<file path="config.mk">
export PLATFORM = sky130hd
export DESIGN_NAME = move_arbiter
export DESIGN_NICKNAME = d
export VERILOG_FILES = /design/src/rtl/move_arbiter.sv
export SDC_FILE = /design/constraint.sdc
export NUM_CORES = 1
export LEC_CHECK = 0
export CORE_ASPECT_RATIO = 0.5
export CORE_UTILIZATION = 35
export DETAILED_ROUTE_END_ITERATION = 6
export GPL_TIMING_DRIVEN = 0
export PLACE_DENSITY = 0.82
export SLEW_MARGIN = 20
export SYNTH_ARGS = -nofsm -noshare
export SYNTH_HDL_FRONTEND = slang
export SYNTH_SLANG_ARGS = --single-unit
</file>
<file path="constraint.sdc">
create_clock -name clk -period 4.75 [get_ports clk]
set_clock_uncertainty 0.05 [all_clocks]
set_input_delay 0.95 -clock clk [delete_from_list [all_inputs] [get_ports clk]]
set_output_delay 0.95 -clock clk [all_outputs]
set_load 0.01 [all_outputs]
</file>
<file path="src/rtl/move_arbiter.sv">
// move_arbiter: sequencer and arbiter for the Connect-4 board write port.
// It accepts column-drop requests from three sources (local buttons, the
// Arduino link and the random-move generator) and grants them with the fixed
// priority random > local > Arduino. It scans the granted column bottom-up in
// the live grid and issues a single-cycle write for the landing cell.
// A full column or an out-of-range column gives a reject pulse instead.
//
// Optional feature macro: MOVE_ARB_PENDING_EN. When it is defined, a one-deep
// buffer keeps the best eligible request that arrives while busy.
//
// Ports:
//   clk, rst        clock; synchronous active-high reset
//   turn_player     turn owner (01 P1, 10 P2; 00/11 block all requests)
//   loc_req/loc_col local request pulse and column (eligible only on P1 turn)
//   ard_req/ard_col Arduino request pulse and column (eligible only on P2 turn)
//   rnd_req/rnd_col random request pulse and column (eligible on either turn)
//   grid_in         board contents, cell (r,c) at [(r*COLS+c)*2 +: 2]
//   wr_en           single-cycle board write strobe
//   wr_row/wr_col   landing cell
//   wr_cell         code to write (turn_player latched at grant)
//   grant_src       active source: 00 none, 01 local, 10 Arduino, 11 random
//   busy            high outside IDLE
//   move_done       pulse after a successful write
//   move_reject     pulse for a full or out-of-range column
module move_arbiter #(
  parameter int ROWS = 6,
  parameter int COLS = 7
) (
  input  logic                   clk,
  input  logic                   rst,
  input  logic [1:0]             turn_player,
  input  logic                   loc_req,
  input  logic [2:0]             loc_col,
  input  logic                   ard_req,
  input  logic [2:0]             ard_col,
  input  logic                   rnd_req,
  input  logic [2:0]             rnd_col,
  input  logic [ROWS*COLS*2-1:0] grid_in,
  output logic                   wr_en,
  output logic [2:0]             wr_row,
  output logic [2:0]             wr_col,
  output logic [1:0]             wr_cell,
  output logic [1:0]             grant_src,
  output logic                   busy,
  output logic                   move_done,
  output logic                   move_reject
);

  localparam int GW = ROWS * COLS * 2;
  localparam int IW = $clog2(GW);
  localparam logic [2:0] ROW_TOP = 3'(ROWS - 1);
  localparam logic [2:0] COL_MAX = 3'(COLS - 1);

  localparam logic [1:0] SRC_NONE = 2'b00;
  localparam logic [1:0] SRC_LOC  = 2'b01;
  localparam logic [1:0] SRC_ARD  = 2'b10;
  localparam logic [1:0] SRC_RND  = 2'b11;

  typedef enum logic [2:0] {
    S_IDLE,
    S_SCAN,
    S_WRITE,
    S_DONE,
    S_REJECT
  } state_t;

  state_t     r_state, w_state_nxt;
  logic [2:0] r_row, w_row_nxt;
  logic [2:0] r_col, w_col_nxt;
  logic [1:0] r_cell, w_cell_nxt;
  logic [1:0] r_grant, w_grant_nxt;

  function automatic logic eligible(input logic [1:0] src, input logic [1:0] turn);
    case (src)
      SRC_LOC: return turn == 2'b01;
      SRC_ARD: return turn == 2'b10;
      SRC_RND: return (turn == 2'b01) || (turn == 2'b10);
      default: return 1'b0;
    endcase
  endfunction

  // Live arbitration among this cycle's eligible requests.
  logic       w_live_vld;
  logic [1:0] w_live_src;
  logic [2:0] w_live_col;

  always_comb begin
    w_live_vld = 1'b0;
    w_live_src = SRC_NONE;
    w_live_col = '0;
    if (rnd_req && eligible(SRC_RND, turn_player)) begin
      w_live_vld = 1'b1;
      w_live_src = SRC_RND;
      w_live_col = rnd_col;
    end else if (loc_req && eligible(SRC_LOC, turn_player)) begin
      w_live_vld = 1'b1;
      w_live_src = SRC_LOC;
      w_live_col = loc_col;
    end else if (ard_req && eligible(SRC_ARD, turn_player)) begin
      w_live_vld = 1'b1;
      w_live_src = SRC_ARD;
      w_live_col = ard_col;
    end
  end

  logic       w_sel_vld;
  logic [1:0] w_sel_src;
  logic [2:0] w_sel_col;

`ifdef MOVE_ARB_PENDING_EN
  logic       r_pvld, w_pvld_nxt;
  logic [1:0] r_psrc, w_psrc_nxt;
  logic [2:0] r_pcol, w_pcol_nxt;
  logic       w_pend_ok;

  function automatic logic [1:0] rank(input logic [1:0] src);
    case (src)
      SRC_RND: return 2'd2;
      SRC_LOC: return 2'd1;
      default: return 2'd0;
    endcase
  endfunction

  // A buffered entry is rechecked against the current turn; if it is no
  // longer eligible it is discarded and the live inputs get the slot.
  assign w_pend_ok = r_pvld && eligible(r_psrc, turn_player);
  assign w_sel_vld = w_pend_ok || w_live_vld;
  assign w_sel_src = w_pend_ok ? r_psrc : w_live_src;
  assign w_sel_col = w_pend_ok ? r_pcol : w_live_col;
`else
  assign w_sel_vld = w_live_vld;
  assign w_sel_src = w_live_src;
  assign w_sel_col = w_live_col;
`endif

  // Cell under the scan pointer in the live grid.
  logic [IW-1:0] w_base;
  logic [1:0]    w_cell_cur;
  assign w_base     = IW'((int'(r_row) * COLS + int'(r_col)) * 2);
  assign w_cell_cur = grid_in[w_base +: 2];

  always_comb begin
    w_state_nxt = r_state;
    w_row_nxt   = r_row;
    w_col_nxt   = r_col;
    w_cell_nxt  = r_cell;
    w_grant_nxt = r_grant;
`ifdef MOVE_ARB_PENDING_EN
    w_pvld_nxt  = r_pvld;
    w_psrc_nxt  = r_psrc;
    w_pcol_nxt  = r_pcol;
`endif
    case (r_state)
      S_IDLE: begin
`ifdef MOVE_ARB_PENDING_EN
        w_pvld_nxt = 1'b0;
`endif
        if (w_sel_vld) begin
          w_col_nxt   = w_sel_col;
          w_cell_nxt  = turn_player;
          w_grant_nxt = w_sel_src;
          w_row_nxt   = '0;
          w_state_nxt = (w_sel_col > COL_MAX) ? S_REJECT : S_SCAN;
        end
      end
      S_SCAN: begin
        if (w_cell_cur == 2'b00) begin
          w_state_nxt = S_WRITE;
        end else if (r_row == ROW_TOP) begin
          w_state_nxt = S_REJECT;
        end else begin
          w_row_nxt = r_row + 3'd1;
        end
      end
      S_WRITE: w_state_nxt = S_DONE;
      S_DONE, S_REJECT: begin
        w_state_nxt = S_IDLE;
        w_grant_nxt = SRC_NONE;
      end
      default: w_state_nxt = S_IDLE;
    endcase
`ifdef MOVE_ARB_PENDING_EN
    // Only strictly higher priority replaces a held entry; ties keep the first.
    if ((r_state != S_IDLE) && w_live_vld &&
        (!r_pvld || (rank(w_live_src) > rank(r_psrc)))) begin
      w_pvld_nxt = 1'b1;
      w_psrc_nxt = w_live_src;
      w_pcol_nxt = w_live_col;
    end
`endif
  end

  always_ff @(posedge clk) begin
    if (rst) begin
      r_state <= S_IDLE;
      r_row   <= '0;
      r_col   <= '0;
      r_cell  <= '0;
      r_grant <= '0;
`ifdef MOVE_ARB_PENDING_EN
      r_pvld  <= 1'b0;
      r_psrc  <= '0;
      r_pcol  <= '0;
`endif
    end else begin
      r_state <= w_state_nxt;
      r_row   <= w_row_nxt;
      r_col   <= w_col_nxt;
      r_cell  <= w_cell_nxt;
      r_grant <= w_grant_nxt;
`ifdef MOVE_ARB_PENDING_EN
      r_pvld  <= w_pvld_nxt;
      r_psrc  <= w_psrc_nxt;
      r_pcol  <= w_pcol_nxt;
`endif
    end
  end

  // The write strobe is gated by rst so a reset landing on WRITE suppresses it.
  assign wr_en       = (r_state == S_WRITE) && !rst;
  assign wr_row      = r_row;
  assign wr_col      = r_col;
  assign wr_cell     = r_cell;
  assign grant_src   = r_grant;
  assign busy        = (r_state != S_IDLE);
  assign move_done   = (r_state == S_DONE);
  assign move_reject = (r_state == S_REJECT);

endmodule

</file>
; Yosys cells after proc, flatten, opt, wreduce, memory -nomap -nowiden
; Index checks and enable logic that the tools add are counted.
[op_classes]
add_sub_neg = 2
multipliers = 1
order_cmp = 1
n_eq_ne = 11
shift = 1
muxes = 23
reduce_logical = 16
[ops]
columns = op, n
row1 = 84-bit by 8-bit variable part select with 2-bit output, 1
row2 = 3-bit 2-to-1 mux, 10
row3 = 3-bit case mux with 3 select lines, 1
row4 = 2-bit 2-to-1 mux, 4
row5 = 6-bit by 3-bit adder with 6-bit output, 1
row6 = "3-bit by 2-bit == test with 1-bit output, second input constant", 2
row7 = "3-bit == test, second input constant", 2
row8 = "3-bit by 3-bit multiplier with 6-bit output, second input constant", 1
row9 = 1-bit 2-to-1 mux, 6
row10 = "2-bit != test, second input constant", 3
row11 = 3-bit case mux with 2 select lines, 1
row12 = 2-bit AND reduction, 3
row13 = 1-bit logical AND, 4
row14 = 2-bit case mux with 2 select lines, 1
row15 = 4-bit AND reduction, 1
row16 = 2-bit nonzero test, 2
row17 = "3-bit by 1-bit adder with 3-bit output, second input constant", 1
row18 = "3-bit by 1-bit == test with 1-bit output, second input constant", 1
row19 = "3-bit > comparator, second input constant", 1
row20 = 3-bit logical NOT, 1
row21 = "3-bit != test, second input constant", 1
row22 = 3-bit nonzero test, 1
row23 = "2-bit by 1-bit == test with 1-bit output, second input constant", 1
row24 = "2-bit == test, second input constant", 1
row25 = 4 further kinds, 4
[word_totals]
reg_bits = 13
input_bits = 100
out_inout_bits = 14
elab_cells = 60

; Logic depth before layout (Yosys ltp)
[logic_depth]
ltp_word = 15
depth_mapped = 16

; Least setup slack after synthesis
; OpenSTA, ideal clock, no wires.
[synth_timing]
kind = register -> register
startpoint = register r_row[2] (netlist: wr_row[2])
endpoint = register r_row[0] (netlist: wr_row[0])
setup_time_ps = 117
arrival_ps = 4091
slack_ps = 493
stages_incl_launch_ff = 12
n_path_buf = 0
period_less_slack_ps = 4257
path_cell_list = dfxtp_1 > fa_1 > inv_1 > fa_1 > fa_1 > xor2_2 > mux4_2 > o211a_1 > o211a_1 > o32ai_4 > o32ai_1 > a22o_1
[synth_via]
elab_chain_cells = 6
[synth_rtl]
columns = item, line
row1 = "start, declared", 68  ; logic [2:0] r_row, w_row_nxt;
row2 = "start signal, assigned", 207  ; r_row <= w_row_nxt;
row3 = 3-bit by 3-bit multiplier with 6-bit output, 139  ; assign w_base = IW'((int'(r_row) * COLS + int'(r_col)) * 2);
row4 = 6-bit by 3-bit adder with 6-bit output, 139
row5 = 84-bit by 8-bit variable part select with 2-bit output, 140  ; assign w_cell_cur = grid_in[w_base +: 2];
row6 = 2-bit logical NOT, 167  ; if (w_cell_cur == 2'b00) begin
row7 = 2-bit != test (no source line), -
row8 = 4-bit AND reduction (no source line) (*), -
; Mark *: on every way between the ends. The rest lies on a longest branch, timed or not.
; A chain may end at the register's enable or synchronous reset.

; Worst setup path after layout
; Ends and elaborated chain as after synthesis.

==> results.yml <==
synth:
  synth_top_area_frac: 0.168
  synth_area_um2: 1550
  synth_top_area_cell: "dfxtp_1"
  synth_compound_area_frac: 0.242
  synth_cells: 202
  ys.flop_type: "dfxtp_1"
  ys_types: 46
  netlist_top_cells_area: "dfxtp_1, ha_1, nor3_1"
  synth_xor_area_frac: 0.0275
  post-synth-top-count-cell: "nor2_1"
  ys_seq_elements: 13
  async_flop_share: 0
  yosysSeqAreaShare: 0.168
  synth_nets: 319
  synth.area.mux_share: 0.0469
  synth_warnings: 0
  synth_common_cells: "nor2_1, nor3_1, inv_1"
  yosys.area_share.adder: 0.157
  synth.avg_cell_area_um2: 7.66
  synth_top_family_by_area: "simple AND/OR/NAND/NOR gates"
  synth-edff-count: 0
  synth-simple-area-share: 0.297
sta:
  setup_violations: 0
  finalCriticalPeriod_ns: 4.52
  setup_tns_ns: 0
  slew-limit-headroom: 0.619
  rsz0062_at_grt: "no"
  period_share: 0.952
  maxSlewViolCount: 0
  worst_pin_slew_ns: 0.567
  fmax_mhz: 221
  hold_viol: 0
route:
  first_pass_iters: 4
  wl_per_cell_um: 13.6
  dr_total_vias: 1953
  vias_per_cell: 5.24
  drt-total-wl_um: 5070
  initialDrtViolationCount: 18
  antenna_left: 0
  drcViolationCount: 0
floorplan:
  fp.dieW_um: 96.0
  fp.dieH_um: 49.0
  rows: 16
  io_pins: 114
  die-area_um2: 4710
  start_util: 0.381
  core_area_um2: 4060
job:
  drv_cap: 0
clock_network:
  clk_pin_slew_worst_paths_ns: 0.06
  cts_tree: "built"
  cts-buffers-inserted: 3
  clk_latency_ns: 0.24
  cts_setup_buffers: 0
  ctsResizeCount: 0
  holdBufCountCts: 0
  cts-root-buf: "clkbuf_8"
  cts_sinks: 13
  h-tree-depth: 1
  clockBufferDepth: 2
setup_path:
  r2r_cells: 11
  cp.required_ns: 4.84
  critPathMaxFanout: 10
  r2r-end: "wr_row[0]$_SDFFE_PP0P_"
  worstSetupStartpointType: "flop"
  cp_data_arrival_time_ns: 4.61
  crit_type: "flop to flop"
  reg2reg_from: "wr_row[2]$_SDFFE_PP0P_"
  critPathCaptureType: "flop"
  reg2reg_slack_ns: 0.23
power_and_ir_drop:
  clock_power_share: 0.143
  ir_drop_mv: 0.230
  switchingPower_uw: 278
  powerDensity_nw_per_um2: 250
  intPower_uw: 422
  p_leak_nw: 1.07
  p_sw_frac: 0.397
  p_seq_frac: 0.217
  comb_power_share: 0.640
placed_design:
  post-dp-hpwl_um: 4200
  place.gp.congestion: 0.740
  port_buffers: 113
cells_and_area:
  fin_nets: 437
  antennaDiodeCount: 0
  drive_above_1_share: 0.0345
  utilization: 0.690
  area_growth_pct: 81.1
min_path:
  hold_depth: 2
  holdCritPathClass: "flop to flop"
  min-delay-start: "grant_src[1]$_SDFFE_PP0P_"
  worstHoldEndpoint: "grant_src[1]$_SDFFE_PP0P_"
global_route:
  grt-ovfl-total: 0
  grt_max_degree: 11
  grtUsageTotal: 0.219
  grt_pass1_vias: 2000
  grt_pass1_wl_um: 8360
  antenna_found_initial: 0
run_status:
  status: "complete, no violations"
worst max path at each step:
stage                                 startpoint                      to  slack [ns]
after global placement    wr_row[2]$_SDFFE_PP0P_  wr_row[1]$_SDFFE_PP0P_        0.16
after detailed placement  wr_row[2]$_SDFFE_PP0P_  wr_row[0]$_SDFFE_PP0P_        0.16
after global routing      wr_row[2]$_SDFFE_PP0P_  wr_row[1]$_SDFFE_PP0P_        0.05
after floorplan           wr_row[2]$_SDFFE_PP0P_  wr_row[0]$_SDFFE_PP0P_        0.49
after CTS                 wr_row[2]$_SDFFE_PP0P_  wr_row[0]$_SDFFE_PP0P_        0.14
final                     wr_row[2]$_SDFFE_PP0P_  wr_row[0]$_SDFFE_PP0P_        0.23
through the flow:
stage / total power, mW / cell area, um2 / hold WS, ns / worst slack [ns] / instances
2_1_floorplan: 0.417 / 1550 / 0.426 / 0.493 / 202
3_3_place_gp: 0.592 / 2750 / 0.403 / 0.159 / 369
3_5_place_dp: 0.599 / 2750 / 0.401 / 0.157 / 369
4_1_cts: 0.703 / 2790 / 0.414 / 0.145 / 373
5_1_grt: 0.759 / 2800 / 0.442 / 0.0467 / 373
6_report: 0.700 / 2800 / 0.410 / 0.226 / 373
cell usage in the layout, fill, tap and decap left out, types with 7 or more instances in the layout:
master / instances
nand2_1: 10
a21oi_1: 9
nor3_1: 21
nor2_1: 25
nor3b_1: 7
ha_1: 13
o21ai_0: 8
inv_1: 17
dfxtp_1: 13
clkdlybuf4s50_1: 113
clkbuf_1: 8
cell type report:
cell class,instances,area (um2)
flip-flops and latches,13,260
multi-input cells,164,1200
well taps,54,67.6
plain buffers,8,31.3
fillers,336,1260
inverters,17,63.8
repair buffers,113,1130
clock buffers,4,45.0
power groups by stage:
stage	Sequential, mW	Combinational (mW)	Clock (mW)
6_report	0.152	0.448	0.100
5_1_grt	0.156	0.495	0.107
4_1_cts	0.152	0.450	0.102
3_5_place_dp	0.153	0.446	0
3_3_place_gp	0.153	0.439	0
2_1_floorplan	0.154	0.263	0
critical path, cell delays in order, from the launching register on:
cell,delay [ns]
dfxtp_1,0.54
fa_1,0.48
inv_1,0.09
fa_1,0.46
fa_1,0.56
xor2_4,0.36
mux4_2,0.57
o211a_1,0.22
o211a_1,0.23
o32ai_4,0.42
o32ai_1,0.17
a22o_1,0.25
state kept, by name, summed over array words and instances, names as in the netlist:
signal and flops:
wr_cell 2, wr_row 3, grant_src 2, r_state 3, wr_col 3
per-layer routing:
metal  share of wire  vias to the layer above  global-route usage
met5               0                        -                   0
met2            0.50                       54               0.422
met1            0.42                      901               0.251
met3           0.074                        6              0.0312
met4           0.010                        0              0.0572
li1                -                      992                   -
cells by family (layout without fill, tap and decap cells):
| group | Yosys count | in the layout |
|---|---|---|
| multiplexers | 6 | 6 |
| XOR/XNOR | 4 | 4 |
| buffers and inverters | 25 | 142 |
| flip-flops | 13 | 13 |
| AO/OA/AOI/OAI | 48 | 48 |
| AND/OR/NAND/NOR | 89 | 89 |
| adder cells (fa/ha/maj) | 17 | 17 |
Power figures use the tool's default switching activity.
